--- config.mk ---
export PLATFORM = sky130hd
export DESIGN_NAME = io_status_write_arbiter
export DESIGN_NICKNAME = d
export VERILOG_FILES = /design/src/rtl/io_status_write_arbiter.sv
export SDC_FILE = /design/constraint.sdc
export NUM_CORES = 1
export LEC_CHECK = 0
export CORE_UTILIZATION = 35
export CTS_CLUSTER_SIZE = 24
export DETAILED_ROUTE_END_ITERATION = 12
export SYNTH_ARGS = -nofsm -noshare
export SYNTH_HDL_FRONTEND = slang
export SYNTH_SLANG_ARGS = --single-unit
--- constraint.sdc ---
create_clock -name Clock -period 5.1 [get_ports Clock]
set_input_delay 0.51 -clock Clock [delete_from_list [all_inputs] [get_ports Clock]]
set_output_delay 0.51 -clock Clock [all_outputs]
set_load 0.03 [all_outputs]
--- src/rtl/io_status_write_arbiter.sv ---
// Round-robin arbiter sharing the I/O-side write port of a read-clear status register.
// Each requester owns a one-entry buffer; writes are paced by the register's busy flag.

module io_status_write_arbiter_slot #(
    parameter int DATA_WIDTH = 32
) (
    input  logic                  Clock,
    input  logic                  Reset,
    input  logic                  valid,
    input  logic [DATA_WIDTH-1:0] data,
    input  logic [DATA_WIDTH-1:0] mask,
    input  logic                  clear,
    output logic                  full,
    output logic [DATA_WIDTH-1:0] heldData,
    output logic [DATA_WIDTH-1:0] heldMask
);
    // Accept only into an empty slot, so a clear and a refill never share a cycle.
    always_ff @(posedge Clock or negedge Reset) begin
        if (!Reset) begin
            full     <= 1'b0;
            heldData <= '0;
            heldMask <= '0;
        end else if (valid && !full) begin
            full     <= 1'b1;
            heldData <= data;
            heldMask <= mask;
        end else if (clear) begin
            full     <= 1'b0;
        end
    end
endmodule

module io_status_write_arbiter #(
    parameter int NUM_REQ    = 4,
    parameter int DATA_WIDTH = 32
) (
    input  logic                             Clock,
    input  logic                             Reset,
    input  logic [NUM_REQ-1:0]               Req_Valid,
    input  logic [NUM_REQ*DATA_WIDTH-1:0]    Req_Data,
    input  logic [NUM_REQ*DATA_WIDTH-1:0]    Req_Mask,
    output logic [NUM_REQ-1:0]               Req_Ready,
    output logic [DATA_WIDTH-1:0]            IO_WrData,
    output logic [DATA_WIDTH-1:0]            IO_WrMask,
    output logic                             IO_WrEn,
    input  logic                             IO_Busy,
    output logic [$clog2(NUM_REQ)-1:0]       Grant_Id
);
    localparam int IW = $clog2(NUM_REQ);

    typedef enum logic [1:0] {IDLE, WAIT_HI, WAIT_LO} state_t;

    state_t                               state;
    logic   [IW-1:0]                      ptr;
    logic   [1:0]                         hiCnt;
    logic   [NUM_REQ-1:0]                 full;
    logic   [NUM_REQ-1:0]                 clear;
    logic   [NUM_REQ-1:0][DATA_WIDTH-1:0] slotData;
    logic   [NUM_REQ-1:0][DATA_WIDTH-1:0] slotMask;
    logic   [IW-1:0]                      winner;
    logic   [IW:0]                        cand;
    logic                                 found;
    logic                                 grant;

    for (genvar gi = 0; gi < NUM_REQ; gi++) begin : gSlot
        io_status_write_arbiter_slot #(.DATA_WIDTH(DATA_WIDTH)) uSlot (
            .Clock    (Clock),
            .Reset    (Reset),
            .valid    (Req_Valid[gi]),
            .data     (Req_Data[gi*DATA_WIDTH +: DATA_WIDTH]),
            .mask     (Req_Mask[gi*DATA_WIDTH +: DATA_WIDTH]),
            .clear    (clear[gi]),
            .full     (full[gi]),
            .heldData (slotData[gi]),
            .heldMask (slotMask[gi])
        );
    end

    assign Req_Ready = ~full;

    // Search starts one past the last winner and wraps, giving rotating priority.
    always_comb begin
        found  = 1'b0;
        winner = ptr;
        cand   = '0;
        for (int k = 1; k <= NUM_REQ; k++) begin
            cand = {1'b0, ptr} + (IW+1)'(k);
            if (cand >= (IW+1)'(NUM_REQ))
                cand = cand - (IW+1)'(NUM_REQ);
            if (!found && full[cand[IW-1:0]]) begin
                found  = 1'b1;
                winner = cand[IW-1:0];
            end
        end
    end

    assign grant = (state == IDLE) && found && !IO_Busy;
    assign clear = grant ? (NUM_REQ'(1) << winner) : '0;

    always_ff @(posedge Clock or negedge Reset) begin
        if (!Reset) begin
            state     <= IDLE;
            ptr       <= IW'(NUM_REQ-1);
            hiCnt     <= '0;
            IO_WrEn   <= 1'b0;
            IO_WrData <= '0;
            IO_WrMask <= '0;
            Grant_Id  <= '0;
        end else begin
            IO_WrEn <= 1'b0;
            case (state)
                IDLE: if (grant) begin
                    IO_WrData <= slotData[winner];
                    IO_WrMask <= slotMask[winner];
                    Grant_Id  <= winner;
                    ptr       <= winner;
                    IO_WrEn   <= 1'b1;
                    hiCnt     <= '0;
                    state     <= WAIT_HI;
                end
                // Busy that never rises means the crossing absorbed the write immediately.
                WAIT_HI: begin
                    if (IO_Busy)
                        state <= WAIT_LO;
                    else if (hiCnt == 2'd2)
                        state <= IDLE;
                    else
                        hiCnt <= hiCnt + 2'd1;
                end
                WAIT_LO: if (!IO_Busy) state <= IDLE;
                default: state <= IDLE;
            endcase
        end
    end
endmodule
==> impl_metrics.toml, run 1 <==
[floorplan]
die_h_um = 209.1
start_util = 0.3562
ios = 334
rows = 75
design.die.area_mm2 = 0.04371
core_area_mm2 = 0.04213
die_w_um = 209.1

[power_and_ir_drop]
p_sw_uw = 5402
ir_drop_v = 0.0003605
internal_power_uw = 8354
power.leakage_uw = 0.008074
clkPwrFrac = 0.198
power_frac_seq = 0.342
combPwrFrac = 0.461
p_per_area_mw_per_mm2 = 688.0
switching_share = 0.3927

[global_route]
grt.total_usage = 0.2077
grt_pass1_vias = 11440
grt_pass1_wl_um = 69750
grt_max_degree = 128
grt_remaining_overflow = 0
antenna_found_initial = 10

[yosys]
syn-num-nets = 1474
yosys.area.top_type_share = 0.5519
synth_warnings = 0
netlist_area_mm2 = 0.01501
synth_seq_area_share = 0.5554
synth_area_per_cell_um2 = 12.40
synth.largest_area_cell = "dfrtp_1"
synth_seq_cells = 333
synth.distinct_cells = 33
syn_inst = 1210
synth.area.top_cells = "dfrtp_1 55%, mux2_2 19%, a211oi_1 5.1%"

[worst_setup_path]
start_kind = "flop"
reg2reg_from = "gSlot[3].uSlot.full"
end_kind = "flop"
crit_fanout = 56
path_class = "flop to flop"
crit_start = "gSlot[3].uSlot.full"
arrival_ps = 3240
required_ps = 5540

[placed_design]
gp_congestion = 0.7862
dp_hpwl_um = 28340
io_buffers = 333

[clock_network]
ctsHoldBuffers = 0
htree_levels = 2
cts_root_buf = "clkbuf_16"
path_clk_slew_ps = 60
clk_latency_ps = 550
cts_setup_buffers = 0
cts_buffer_depth = 3
cts_buffers = 39
cts-resized-gates = 0
cts_sinks = 333
cts_tree = "done"

[route]
vias = 11030
post-route-drc-count = 0
drt_pass1_iterations = 6
ant_nets = 0
wire_per_inst_um = 21.90
drt_wl_total_um = 44980
drt_iter0_drc = 546
vias_per_cell = 5.369

[final_layout]
utilization = 0.4746
nFillCells = 3846
drive_above_1_share = 0.2460
multi_input_area_mm2 = 0.006197
final-seq-area_mm2 = 0.008335
syn2layout_area_growth_pct = 33.23
fin_nets = 1751
final_common_cell = "clkdlybuf4s50_1"
most-common-layout-cells = "332 x clkdlybuf4s50_1, 331 x dfrtp_1, 256 x mux2_2"

[sta]
slew_headroom = 0.2780
final_max_slew_viol_count = 0
tightest_slew_ps = 1083
hold_ws_ps = 67.42
rsz0062_at_grt = "no"
final-setup-viol-count = 0
max_freq_mhz = 358.0
fin_crit_sh = 0.5476
layout_min_cycle_time_ps = 2793
timing.clock.skew_ps = 11.10
hold_viol_final = 0
finalSetupTns_ps = 0

[flow_run]
cap_violations = 0

[run_status]
status = "finished clean"

[worst_hold_path]
min_path_type = "input port to async pin"
[layout make-up]
class                   count  share of cell area
inverters                   8            0.001502
flip-flops and latches    333              0.4169
clock inverters             8            0.003254
diodes                      3           0.0003754
repair buffers            350              0.1758
clock buffers              58             0.05851
well taps                 539             0.03373
multi-input cells         755              0.3099
[worst max-delay path: stages, from the launching register on]
cell and delay (ps):
dfrtp_1 540, nand2b_1 200, a21oi_4 180, or3_4 640
buf_4 570, a211oi_1 210, o31ai_1 270
[final timing paths]
kind | end | slack, ps | depth (start not counted)
hold / removal | gSlot[3].uSlot.heldMask[2] | 70 | 1
setup / recovery | IO_WrData[10] | 2310 | 6
max in group asynchronous | IO_WrMask[12] | 3810 | 2
min in group Clock | IO_WrData[18] | 470 | 2
setup reg to reg | IO_WrData[10] | 2310 | 6
hold reg to reg | IO_WrData[18] | 470 | 2
[power groups by stage]
stage | sequential, uW | combinational (uW) | clock, uW
after CTS | 4710 | 6470 | 2810
final | 4700 | 6340 | 2720
after detailed placement | 4740 | 6450 | 0
after global placement | 4700 | 6360 | 0
after floorplan | 4990 | 4090 | 0
after global routing | 4870 | 6900 | 2880
[through the flow]
step	setup WS [ps]	area, um^2	cells	total power (uW)
after global routing	2143	19990	2052	14650
after CTS	2293	19990	2051	13990
after global placement	2081	18750	1985	11070
after detailed placement	1969	18750	1985	11190
after floorplan	3155	15010	1210	9081
final	2307	20000	2054	13760
[registers in the layout, indices dropped and copies added, names as in the netlist]
signal,cells
gSlot.uSlot.full,4
hiCnt,2
state,2
Grant_Id,2
ptr,2
IO_WrEn,1
gSlot.uSlot.heldData,128
IO_WrData,32
IO_WrMask,32
gSlot.uSlot.heldMask,128
[synth_stat cells]
| library cell | n |
|---|---|
| dfrtp_1 | 331 |
| mux2_2 | 256 |
| nand2_1 | 135 |
| a211oi_1 | 101 |
| clkbuf_1 | 87 |
| nor3_1 | 66 |
| o31ai_1 | 65 |
| nor4b_1 | 64 |
| a211oi_2 | 27 |
| buf_2 | 12 |
| buf_6 | 10 |
| nor2_1 | 8 |
| inv_1 | 7 |
| nand2b_1 | 6 |
| a21oi_1 | 5 |
| a41oi_1 | 4 |
| nor2b_1 | 4 |
| buf_1 | 3 |
| buf_4 | 2 |
| dfstp_2 | 2 |
| o21ai_0 | 2 |
| or3_1 | 2 |
| a21boi_0 | 1 |
| ha_1 | 1 |
| inv_2 | 1 |
| mux2i_1 | 1 |
| nand3b_1 | 1 |
| nand4_1 | 1 |
| nor2_2 | 1 |
| o211ai_1 | 1 |
| o21ai_1 | 1 |
| o32ai_1 | 1 |
| or2_1 | 1 |
[layer usage]
layer  wire, um  vias up  share of wire  GRT usage
li1           -     5030              -          -
met1      20100     5596           0.45     0.2774
met2      20910      314           0.46     0.3306
met3       2972       72          0.066    0.05500
met4        900       16          0.020    0.06111
met5        106        -         0.0024          0
[kinds of logic after synthesis]
logic type | Yosys count | share of synthesized area
buffers and inverters | 122 | 0.03702
AND/OR/NAND/NOR | 289 | 0.1019
adder cells (fa/ha/maj) | 1 | 0.0008335
multiplexers | 257 | 0.1927
AO/OA/AOI/OAI | 208 | 0.1121
flip-flops | 333 | 0.5554
(Power assumes the default switching activity.)
==> run 2, diff against run 1 <==
Clock period 5.1 ns to 2.7 ns, I/O delays scaled along.
==> impl_metrics.toml, run 2 (synthesis results as in run 1) <==
[run_status]
status = "finished clean"

[floorplan]
ios = 334
rows = 75
core_area_mm2 = 0.04213
design.die.area_mm2 = 0.04371
die_h_um = 209.1
start_util = 0.3562
die_w_um = 209.1

[power_and_ir_drop]
p_per_area_mw_per_mm2 = 1291
p_sw_uw = 10210
switching_share = 0.3897
clkPwrFrac = 0.196
internal_power_uw = 15980
combPwrFrac = 0.463
power_uw = 26190
power.leakage_uw = 0.008214
ir_drop_v = 0.0007464
power_frac_seq = 0.342

[sta]
slew_headroom = 0.5194
max_freq_mhz = 408.5
rsz0062_at_grt = "no"
fin_crit_sh = 0.9067
final_max_slew_viol_count = 0
final-setup-viol-count = 0
layout_min_cycle_time_ps = 2448
finalSetupTns_ps = 0
tightest_slew_ps = 720.9
timing.clock.skew_ps = 7.085
hold_viol_final = 0

[global_route]
busiest_layer = "met2"
antenna_found_initial = 9
grt_pass1_vias = 11720
grt_pass1_wl_um = 71440
grt.total_usage = 0.2142
use_met2 = 0.3493
grt.met3_usage = 0.05921
grt_remaining_overflow = 0
use_met1 = 0.2798
grt_max_degree = 97

[final_layout]
fin_nets = 1773
utilization = 0.4814
finalInstanceArea_mm2 = 0.02028
syn2layout_area_growth_pct = 35.15
drive_above_1_share = 0.2534
final_common_cell = "clkdlybuf4s50_1"
nFillCells = 3773
most-common-layout-cells = "332 x clkdlybuf4s50_1, 331 x dfrtp_1, 256 x mux2_2"
reg_top3 = "gSlot.uSlot.heldData: 128 flops, gSlot.uSlot.heldMask: 128 flops"

[worst_setup_path]
arrival_ps = 2860
critPathTopFamily = "compound AO/OA/AOI/OAI gates"
crit_buf_inv = 1
slowest_stage = "dfstp_2"
crit_fanout = 96
path_class = "flop to flop"
end_kind = "flop"
required_ps = 3110
max_stage_delay_ps = 570
start_kind = "flop"
cp_cell_sequence = "nand2b_1 > a21oi_4 > or3_4 > buf_12 > a211oi_1 > o31ai_1"

[route]
drt_iter0_drc = 590
ant_nets = 0
drt_wl_total_um = 46110
post-route-drc-count = 0
wire_per_inst_um = 22.20
vias = 11090
vias_per_cell = 5.338
drt_pass1_iterations = 5

[clock_network]
htree_levels = 2
cts_sinks = 333
cts-resized-gates = 0
cts_buffer_depth = 3
cts_buffers = 40
path_clk_slew_ps = 60
cts_tree = "done"
clk_latency_ps = 540
ctsHoldBuffers = 1
cts_root_buf = "clkbuf_16"
cts_setup_buffers = 0

[placed_design]
dp_hpwl_um = 30190
io_buffers = 333
gp_congestion = 0.7871
place_area_mm2 = 0.01904

[worst_hold_path]
min_path_type = "input port to async pin"

[flow_run]
cap_violations = 0
==> run 2: path summary, 6_finish.rpt <==
path                          startpoint                     endpoint  slack [ps]  cells past startpoint
min                                Reset   gSlot[0].uSlot.heldMask[0]         340                      2
max                               ptr[0]                 IO_WrMask[3]         250                      6
max reg2reg                       ptr[0]                 IO_WrMask[3]         250                      6
min in group Clock         Req_Data[108]  gSlot[3].uSlot.heldData[12]         340                      2
min reg2reg                 IO_WrData[7]                 IO_WrData[7]         480                      2
max in group asynchronous          Reset                IO_WrMask[11]        1560                      3
==> run 2: power by group through the flow <==
stage | clock, uW | combinational, uW | sequential (uW)
after CTS | 5280 | 12300 | 8970
final | 5120 | 12100 | 8950
after global routing | 5500 | 13100 | 9280
after global placement | 0 | 12100 | 8970
after detailed placement | 0 | 12300 | 9030
after floorplan | 0 | 7730 | 9420
==> run 2: stage by stage <==
| step | worst slack (ps) | std cells | hold slack, ps |
|---|---|---|---|
| finish | 251.9 | 2077 | 336.2 |
| floorplan | 755.3 | 1210 | -25.59 |
| CTS | 329.5 | 2074 | 301.1 |
| global route | 180.7 | 2074 | 317.9 |
| global placement | 402.6 | 2005 | 345.4 |
| detailed placement | 332.5 | 2005 | 355.4 |
==> run 2: worst reg2reg max path, stage by stage, from the launching register on <==
cell,delay [ps]
dfstp_2,570
nand2b_1,240
a21oi_4,100
or3_4,400
buf_12,250
a211oi_1,620
o31ai_1,140
==> run 2: area by class of cell <==
class	instances	area, um^2	share of cell area
multi-input combinational	755	6197	0.3055
clock buffer	61	1161	0.05724
tap	539	674.4	0.03325
clock inverter	7	63.81	0.003146
sequential	333	8335	0.4110
timing repair buffer	371	3814	0.1880
inverter	8	30.03	0.001480
antenna	3	7.507	0.0003701
==> run 2: metal layers <==
metal	share of wire	wire [um]
met5	0.0021	98
met4	0.018	820
met3	0.072	3318
met2	0.48	22160
met1	0.43	19710
